## config.mk

```make
export PLATFORM = sky130hd
export DESIGN_NAME = fetch_unit_flat
export DESIGN_NICKNAME = d
export VERILOG_FILES = /design/src/rtl/fetch_unit_if.sv /design/src/rtl/fetch_unit.sv /design/src/flat_wrapper.sv
export SDC_FILE = /design/constraint.sdc
export NUM_CORES = 1
export LEC_CHECK = 0
export ABC_CLOCK_PERIOD_IN_PS = 1500
export CAP_MARGIN = 20
export CORE_MARGIN = 2
export CORE_UTILIZATION = 37
export CTS_CLUSTER_DIAMETER = 120
export CTS_CLUSTER_SIZE = 28
export DETAILED_ROUTE_END_ITERATION = 6
export GPL_TIMING_DRIVEN = 0
export PLACE_DENSITY = 0.78
export SLEW_MARGIN = 5
export SYNTH_ARGS = -nofsm -noshare
export SYNTH_HDL_FRONTEND = slang
export SYNTH_SLANG_ARGS = --single-unit
```

## constraint.sdc

```tcl
create_clock -name clk -period 1.5 [get_ports clk]
set_input_delay 0.3 -clock clk [delete_from_list [all_inputs] [get_ports clk]]
set_output_delay 0.3 -clock clk [all_outputs]
set_load 0.02 [all_outputs]
```

## src/rtl/fetch_unit_if.sv

```systemverilog
// Fetch unit bus interface: branch/halt/stall controls and instruction
// memory read data in, fetch address and IF/ID pipeline register out.
// With FETCH_PERF_CNT_EN defined, FetchCount/RedirectCount are added.
interface fetch_unit_if #(
    parameter int PC_WIDTH = 9
);
    logic                PCSel;
    logic [31:0]         PCBranch;
    logic                Halt;
    logic                Stall;
    logic [31:0]         Instr;
    logic [PC_WIDTH-1:0] PC;
    logic [PC_WIDTH-1:0] IFID_PC;
    logic [31:0]         IFID_Instr;
    logic                IFID_Valid;
    logic                Halted;
    logic                MisalignErr;
`ifdef FETCH_PERF_CNT_EN
    logic [31:0]         FetchCount;
    logic [31:0]         RedirectCount;

    modport master (
        output PCSel, PCBranch, Halt, Stall, Instr,
        input  PC, IFID_PC, IFID_Instr, IFID_Valid, Halted, MisalignErr,
        input  FetchCount, RedirectCount
    );
    modport slave (
        input  PCSel, PCBranch, Halt, Stall, Instr,
        output PC, IFID_PC, IFID_Instr, IFID_Valid, Halted, MisalignErr,
        output FetchCount, RedirectCount
    );
`else
    modport master (
        output PCSel, PCBranch, Halt, Stall, Instr,
        input  PC, IFID_PC, IFID_Instr, IFID_Valid, Halted, MisalignErr
    );
    modport slave (
        input  PCSel, PCBranch, Halt, Stall, Instr,
        output PC, IFID_PC, IFID_Instr, IFID_Valid, Halted, MisalignErr
    );
`endif
endinterface

```

## src/rtl/fetch_unit.sv

```systemverilog
// Instruction fetch stage: PC register, IF/ID pipeline register and a
// RUN/HALTED FSM. Redirects take priority over halt, halt over stall.
// A misaligned redirect target sets a sticky error and halts; only reset
// leaves HALTED. Optional macro FETCH_PERF_CNT_EN adds fetch/redirect counters.
module fetch_unit #(
    parameter int          PC_WIDTH  = 9,
    parameter logic [31:0] NOP_INSTR = 32'h00000013
) (
    input logic        clk,
    input logic        reset,
    fetch_unit_if.slave bus
);

    typedef enum logic {RUN, HALTED} state_t;

    state_t              state_q, state_d;
    logic [PC_WIDTH-1:0] pc_q, pc_d;
    logic [PC_WIDTH-1:0] ifpc_q, ifpc_d;
    logic [31:0]         ifinstr_q, ifinstr_d;
    logic                ifvalid_q, ifvalid_d;
    logic                err_q, err_d;
`ifdef FETCH_PERF_CNT_EN
    logic [31:0]         fcnt_q, fcnt_d;
    logic [31:0]         rcnt_q, rcnt_d;
`endif

    // Upper redirect bits beyond the PC width are deliberately dropped.
    logic unused_branch_bits;
    assign unused_branch_bits = ^bus.PCBranch;

    // State and pipeline registers with synchronous reset.
    always_ff @(posedge clk) begin
        if (reset) begin
            state_q   <= RUN;
            pc_q      <= '0;
            ifpc_q    <= '0;
            ifinstr_q <= NOP_INSTR;
            ifvalid_q <= 1'b0;
            err_q     <= 1'b0;
`ifdef FETCH_PERF_CNT_EN
            fcnt_q    <= '0;
            rcnt_q    <= '0;
`endif
        end else begin
            state_q   <= state_d;
            pc_q      <= pc_d;
            ifpc_q    <= ifpc_d;
            ifinstr_q <= ifinstr_d;
            ifvalid_q <= ifvalid_d;
            err_q     <= err_d;
`ifdef FETCH_PERF_CNT_EN
            fcnt_q    <= fcnt_d;
            rcnt_q    <= rcnt_d;
`endif
        end
    end

    // Next-state and next-register selection: redirect > halt > stall > fetch.
    always_comb begin
        state_d   = state_q;
        pc_d      = pc_q;
        ifpc_d    = ifpc_q;
        ifinstr_d = ifinstr_q;
        ifvalid_d = ifvalid_q;
        err_d     = err_q;
`ifdef FETCH_PERF_CNT_EN
        fcnt_d    = fcnt_q;
        rcnt_d    = rcnt_q;
`endif
        case (state_q)
            RUN: begin
                if (bus.PCSel) begin
                    ifpc_d    = '0;
                    ifinstr_d = NOP_INSTR;
                    ifvalid_d = 1'b0;
                    if (bus.PCBranch[1:0] != 2'b00) begin
                        err_d   = 1'b1;
                        state_d = HALTED;
                    end else begin
                        pc_d = bus.PCBranch[PC_WIDTH-1:0];
`ifdef FETCH_PERF_CNT_EN
                        rcnt_d = rcnt_q + 32'd1;
`endif
                    end
                end else if (bus.Halt) begin
                    ifpc_d    = '0;
                    ifinstr_d = NOP_INSTR;
                    ifvalid_d = 1'b0;
                    state_d   = HALTED;
                end else if (!bus.Stall) begin
                    ifpc_d    = pc_q;
                    ifinstr_d = bus.Instr;
                    ifvalid_d = 1'b1;
                    pc_d      = pc_q + PC_WIDTH'(4);
`ifdef FETCH_PERF_CNT_EN
                    fcnt_d    = fcnt_q + 32'd1;
`endif
                end
            end
            HALTED: begin
                ifpc_d    = '0;
                ifinstr_d = NOP_INSTR;
                ifvalid_d = 1'b0;
            end
            default: state_d = RUN;
        endcase
    end

    assign bus.PC          = pc_q;
    assign bus.IFID_PC     = ifpc_q;
    assign bus.IFID_Instr  = ifinstr_q;
    assign bus.IFID_Valid  = ifvalid_q;
    assign bus.Halted      = (state_q == HALTED);
    assign bus.MisalignErr = err_q;
`ifdef FETCH_PERF_CNT_EN
    assign bus.FetchCount    = fcnt_q;
    assign bus.RedirectCount = rcnt_q;
`endif

endmodule
```

## src/flat_wrapper.sv

```systemverilog
// flat-port wrapper written by rule: the top's interface ports become plain ports
module fetch_unit_flat 
#(
    parameter int          PC_WIDTH  = 9,
    parameter logic [31:0] NOP_INSTR = 32'h00000013
)
  (clk, reset, bus_PCSel, bus_PCBranch, bus_Halt, bus_Stall, bus_Instr, bus_PC, bus_IFID_PC, bus_IFID_Instr, bus_IFID_Valid, bus_Halted, bus_MisalignErr);
  fetch_unit_if #(.PC_WIDTH(PC_WIDTH)) bus_i ();
  input logic clk;
  input logic reset;
  input wire logic [$bits(bus_i.PCSel)-1:0] bus_PCSel;
  input wire logic [$bits(bus_i.PCBranch)-1:0] bus_PCBranch;
  input wire logic [$bits(bus_i.Halt)-1:0] bus_Halt;
  input wire logic [$bits(bus_i.Stall)-1:0] bus_Stall;
  input wire logic [$bits(bus_i.Instr)-1:0] bus_Instr;
  output wire logic [$bits(bus_i.PC)-1:0] bus_PC;
  output wire logic [$bits(bus_i.IFID_PC)-1:0] bus_IFID_PC;
  output wire logic [$bits(bus_i.IFID_Instr)-1:0] bus_IFID_Instr;
  output wire logic [$bits(bus_i.IFID_Valid)-1:0] bus_IFID_Valid;
  output wire logic [$bits(bus_i.Halted)-1:0] bus_Halted;
  output wire logic [$bits(bus_i.MisalignErr)-1:0] bus_MisalignErr;
  assign bus_i.PCSel = bus_PCSel;
  assign bus_i.PCBranch = bus_PCBranch;
  assign bus_i.Halt = bus_Halt;
  assign bus_i.Stall = bus_Stall;
  assign bus_i.Instr = bus_Instr;
  assign bus_PC = bus_i.PC;
  assign bus_IFID_PC = bus_i.IFID_PC;
  assign bus_IFID_Instr = bus_i.IFID_Instr;
  assign bus_IFID_Valid = bus_i.IFID_Valid;
  assign bus_Halted = bus_i.Halted;
  assign bus_MisalignErr = bus_i.MisalignErr;
  fetch_unit #(.PC_WIDTH(PC_WIDTH), .NOP_INSTR(NOP_INSTR)) u_core (.clk(clk), .reset(reset), .bus(bus_i));
endmodule
```

==> impl_metrics.ini <==
[cts]
clk_pin_slew_worst_paths_ns = 0.09
postCtsHoldBufs = 0
numCtsBuffers = 5
cts_root_buffer = clkbuf_8
cts_tree = built
clk_latency_ns = 0.30
clock-sinks = 53
ctsLongestPathBuffers = 2
cts_htree_levels = 2

[synth]
synth-xor-area-share_pct = 0
async_flop_share_pct = 0
synth_common_cells = dfxtp_1, nor2_1, mux2i_1
synthAdderAreaFrac_pct = 0.598
syn_inst = 209
synth_flop_cell = dfxtp_1
yosys_warnings = 0
synth-simple-area-share_pct = 16.5
synth_top_family_by_area = multiplexers
synth_top_cell_area_share_pct = 50.7
synth_top_cell_by_area = dfxtp_1
synth_most_common_cell = dfxtp_1
syn_area_per_cell_um2 = 10.0
synth-seq-cells = 53
synth_compound_area_share_pct = 8.68
ys_types = 38
synth_nets = 279
netlist_area_um2 = 2090
synth_top_cells_by_area = dfxtp_1, mux2i_1, nor2_1, buf_2, nand3_1
yosysSeqAreaShare_pct = 50.7
synth_edf_count = 0
muxShareOfSynthArea_pct = 20.1

[die]
fp.dieH_um = 79.2
start_util_pct = 38.2
design.die.area_um2 = 6270
rows = 27
fp.dieW_um = 79.2
io_pins = 122
coreArea_um2 = 5470

[route]
via_count = 1870
drt-wirelength-per-cell_um = 13.7
drt_iter0_drc = 52
routed_wl_um = 5320
first_pass_iters = 4
antenna_left = 0
drc_errors = 0
via_per_inst = 4.82

[global_route]
grt_pass1_wl_um = 8430
grt_util_all_layers_pct = 16.8
grt_pass1_vias = 1757
grt_max_degree = 15
grt_antenna_before_repair = 0
grt_overflow_total = 0

[sta]
period_share_pct = 98.4
relSlewSlack_pct = 54.5
fin_crit_ns = 1.48
worst_slew_pin_slew_ns = 0.683
clock.fmax_mhz = 677
hold_violations = 0
final_max_slew_viol_count = 0
skew_ns = 0.00317
setup_viol_count_final = 0
rsz0062_at_grt = true
hold-worst-slack_ns = 0.403

[placed_design]
dpl.hpwl_um = 3950
gp_congestion = 0.812
place_inst = 378
port-buffer-count = 97

[setup_path]
reg2reg_depth = 3
endpoint_kind = flip-flop
crit_path_max_fanout = 8
worstSetupStartpointType = flip-flop
cp.required_ns = 1.71
critical_path_class = flip-flop to flip-flop
rrSetupSlack_ns = 0.02
cp.arrival_ns = 1.69

[run_status]
status = finished, final reports clean

[power]
power.leakage_nw = 1.53
seq_power_share_pct = 55.4
vdd_drop_max_uv = 436
power.total_mw = 2.63
p_comb_share_pct = 14.8
p_clk_share_pct = 29.8
p_sw_share_pct = 23.6
power_switching_mw = 0.621
intPower_mw = 2.01
p_per_area_nw_per_um2 = 811

[run]
maxCapViolCount = 0

[final_layout]
nets = 386
antennaDiodeCount = 0
instances_no_fill = 388
utilization_pct = 59.4
syn2layout_area_growth_pct = 55.4
num-fill-cells = 530
drive_above_1_share_pct = 9.81

[hold_path]
hold_path_class = input pin to flip-flop
whs_path_depth = 3
==> logic make-up after synthesis <==
group           count (synthesis)
fa+ha+maj                       1
mux                            42
simple gates                   74
flops                          53
buf+inv                        17
compound gates                 22
==> path summary, 6_finish.rpt <==
check,end,startpoint
min,u_core.bus.IFID_Instr[0],bus_Stall
min reg2reg,u_core.bus.IFID_Valid,u_core.bus.IFID_Valid
max,u_core.bus.PC[8],u_core.bus.Halted
max reg2reg,u_core.bus.PC[8],u_core.bus.Halted
==> timing repair <==
action / in CTS / in global routing
buffers inserted: 1 / 2
setup endpoints to repair: 73 / 15
pin swaps: 0 / 2
gates resized for setup: 69 / 8
cloned: 0 / 0
==> metal layers <==
metal | up-vias | wire (um) | track usage, %
met2 | 72 | 2550 | 27.9
met1 | 851 | 2310 | 21.7
met4 | 0 | 80 | 5.86
li1 | 939 | - | -
met5 | - | 0 | 0
met3 | 8 | 387 | 3.30
==> power groups by stage <==
stage	Sequential [mW]	Combinational, mW	Clock (mW)
6_report	1.46	0.389	0.786
5_1_grt	1.46	0.421	0.877
4_1_cts	1.46	0.382	0.823
3_5_place_dp	1.49	0.390	0
3_3_place_gp	1.49	0.386	0
2_1_floorplan	1.52	0.156	0
==> state kept, by name, summed over array words and instances, names as in the netlist <==
register and count:
u_core.bus.IFID_Instr 32, u_core.bus.IFID_PC 9, u_core.bus.PC 9, u_core.bus.Halted 1
u_core.bus.IFID_Valid 1, u_core.bus.MisalignErr 1
==> cell usage in the layout, fill, tap and decap left out, drive strengths merged, types with 4 or more instances in the layout <==
cell type       n
dlygate4sd2    57
dfxtp          53
nor2           48
mux2i          42
clkdlybuf4s50  39
clkbuf         12
buf            10
nand3           6
inv             5
nand2           4
==> cell type report <==
cell class / count / area, um^2 / area share [%]
sequential: 53 / 1070 / 32.9
buffer: 12 / 61.3 / 1.89
tap: 72 / 90.1 / 2.77
timing repair buffer: 100 / 925 / 28.5
multi-input combinational: 139 / 998 / 30.7
inverter: 5 / 18.8 / 0.578
clock buffer: 7 / 86.3 / 2.66
==> worst max-delay path: stages, from the launching register on <==
cell and delay, ns:
dfxtp_4 0.39, or4b_4 0.58, a21o_1 0.23, o221ai_1 0.21
==> through the flow <==
step | setup slack, ns | cell area (um^2) | setup TNS (ns)
floorplan | 0.0231 | 2090 | 0
global placement | -0.521 | 3150 | -15.42
detailed placement | -0.554 | 3150 | -16.09
CTS | 0.00194 | 3220 | 0
global route | -0.00872 | 3250 | -0.0105
finish | 0.0233 | 3250 | 0
Note: power is estimated with default switching activity, not from simulation.
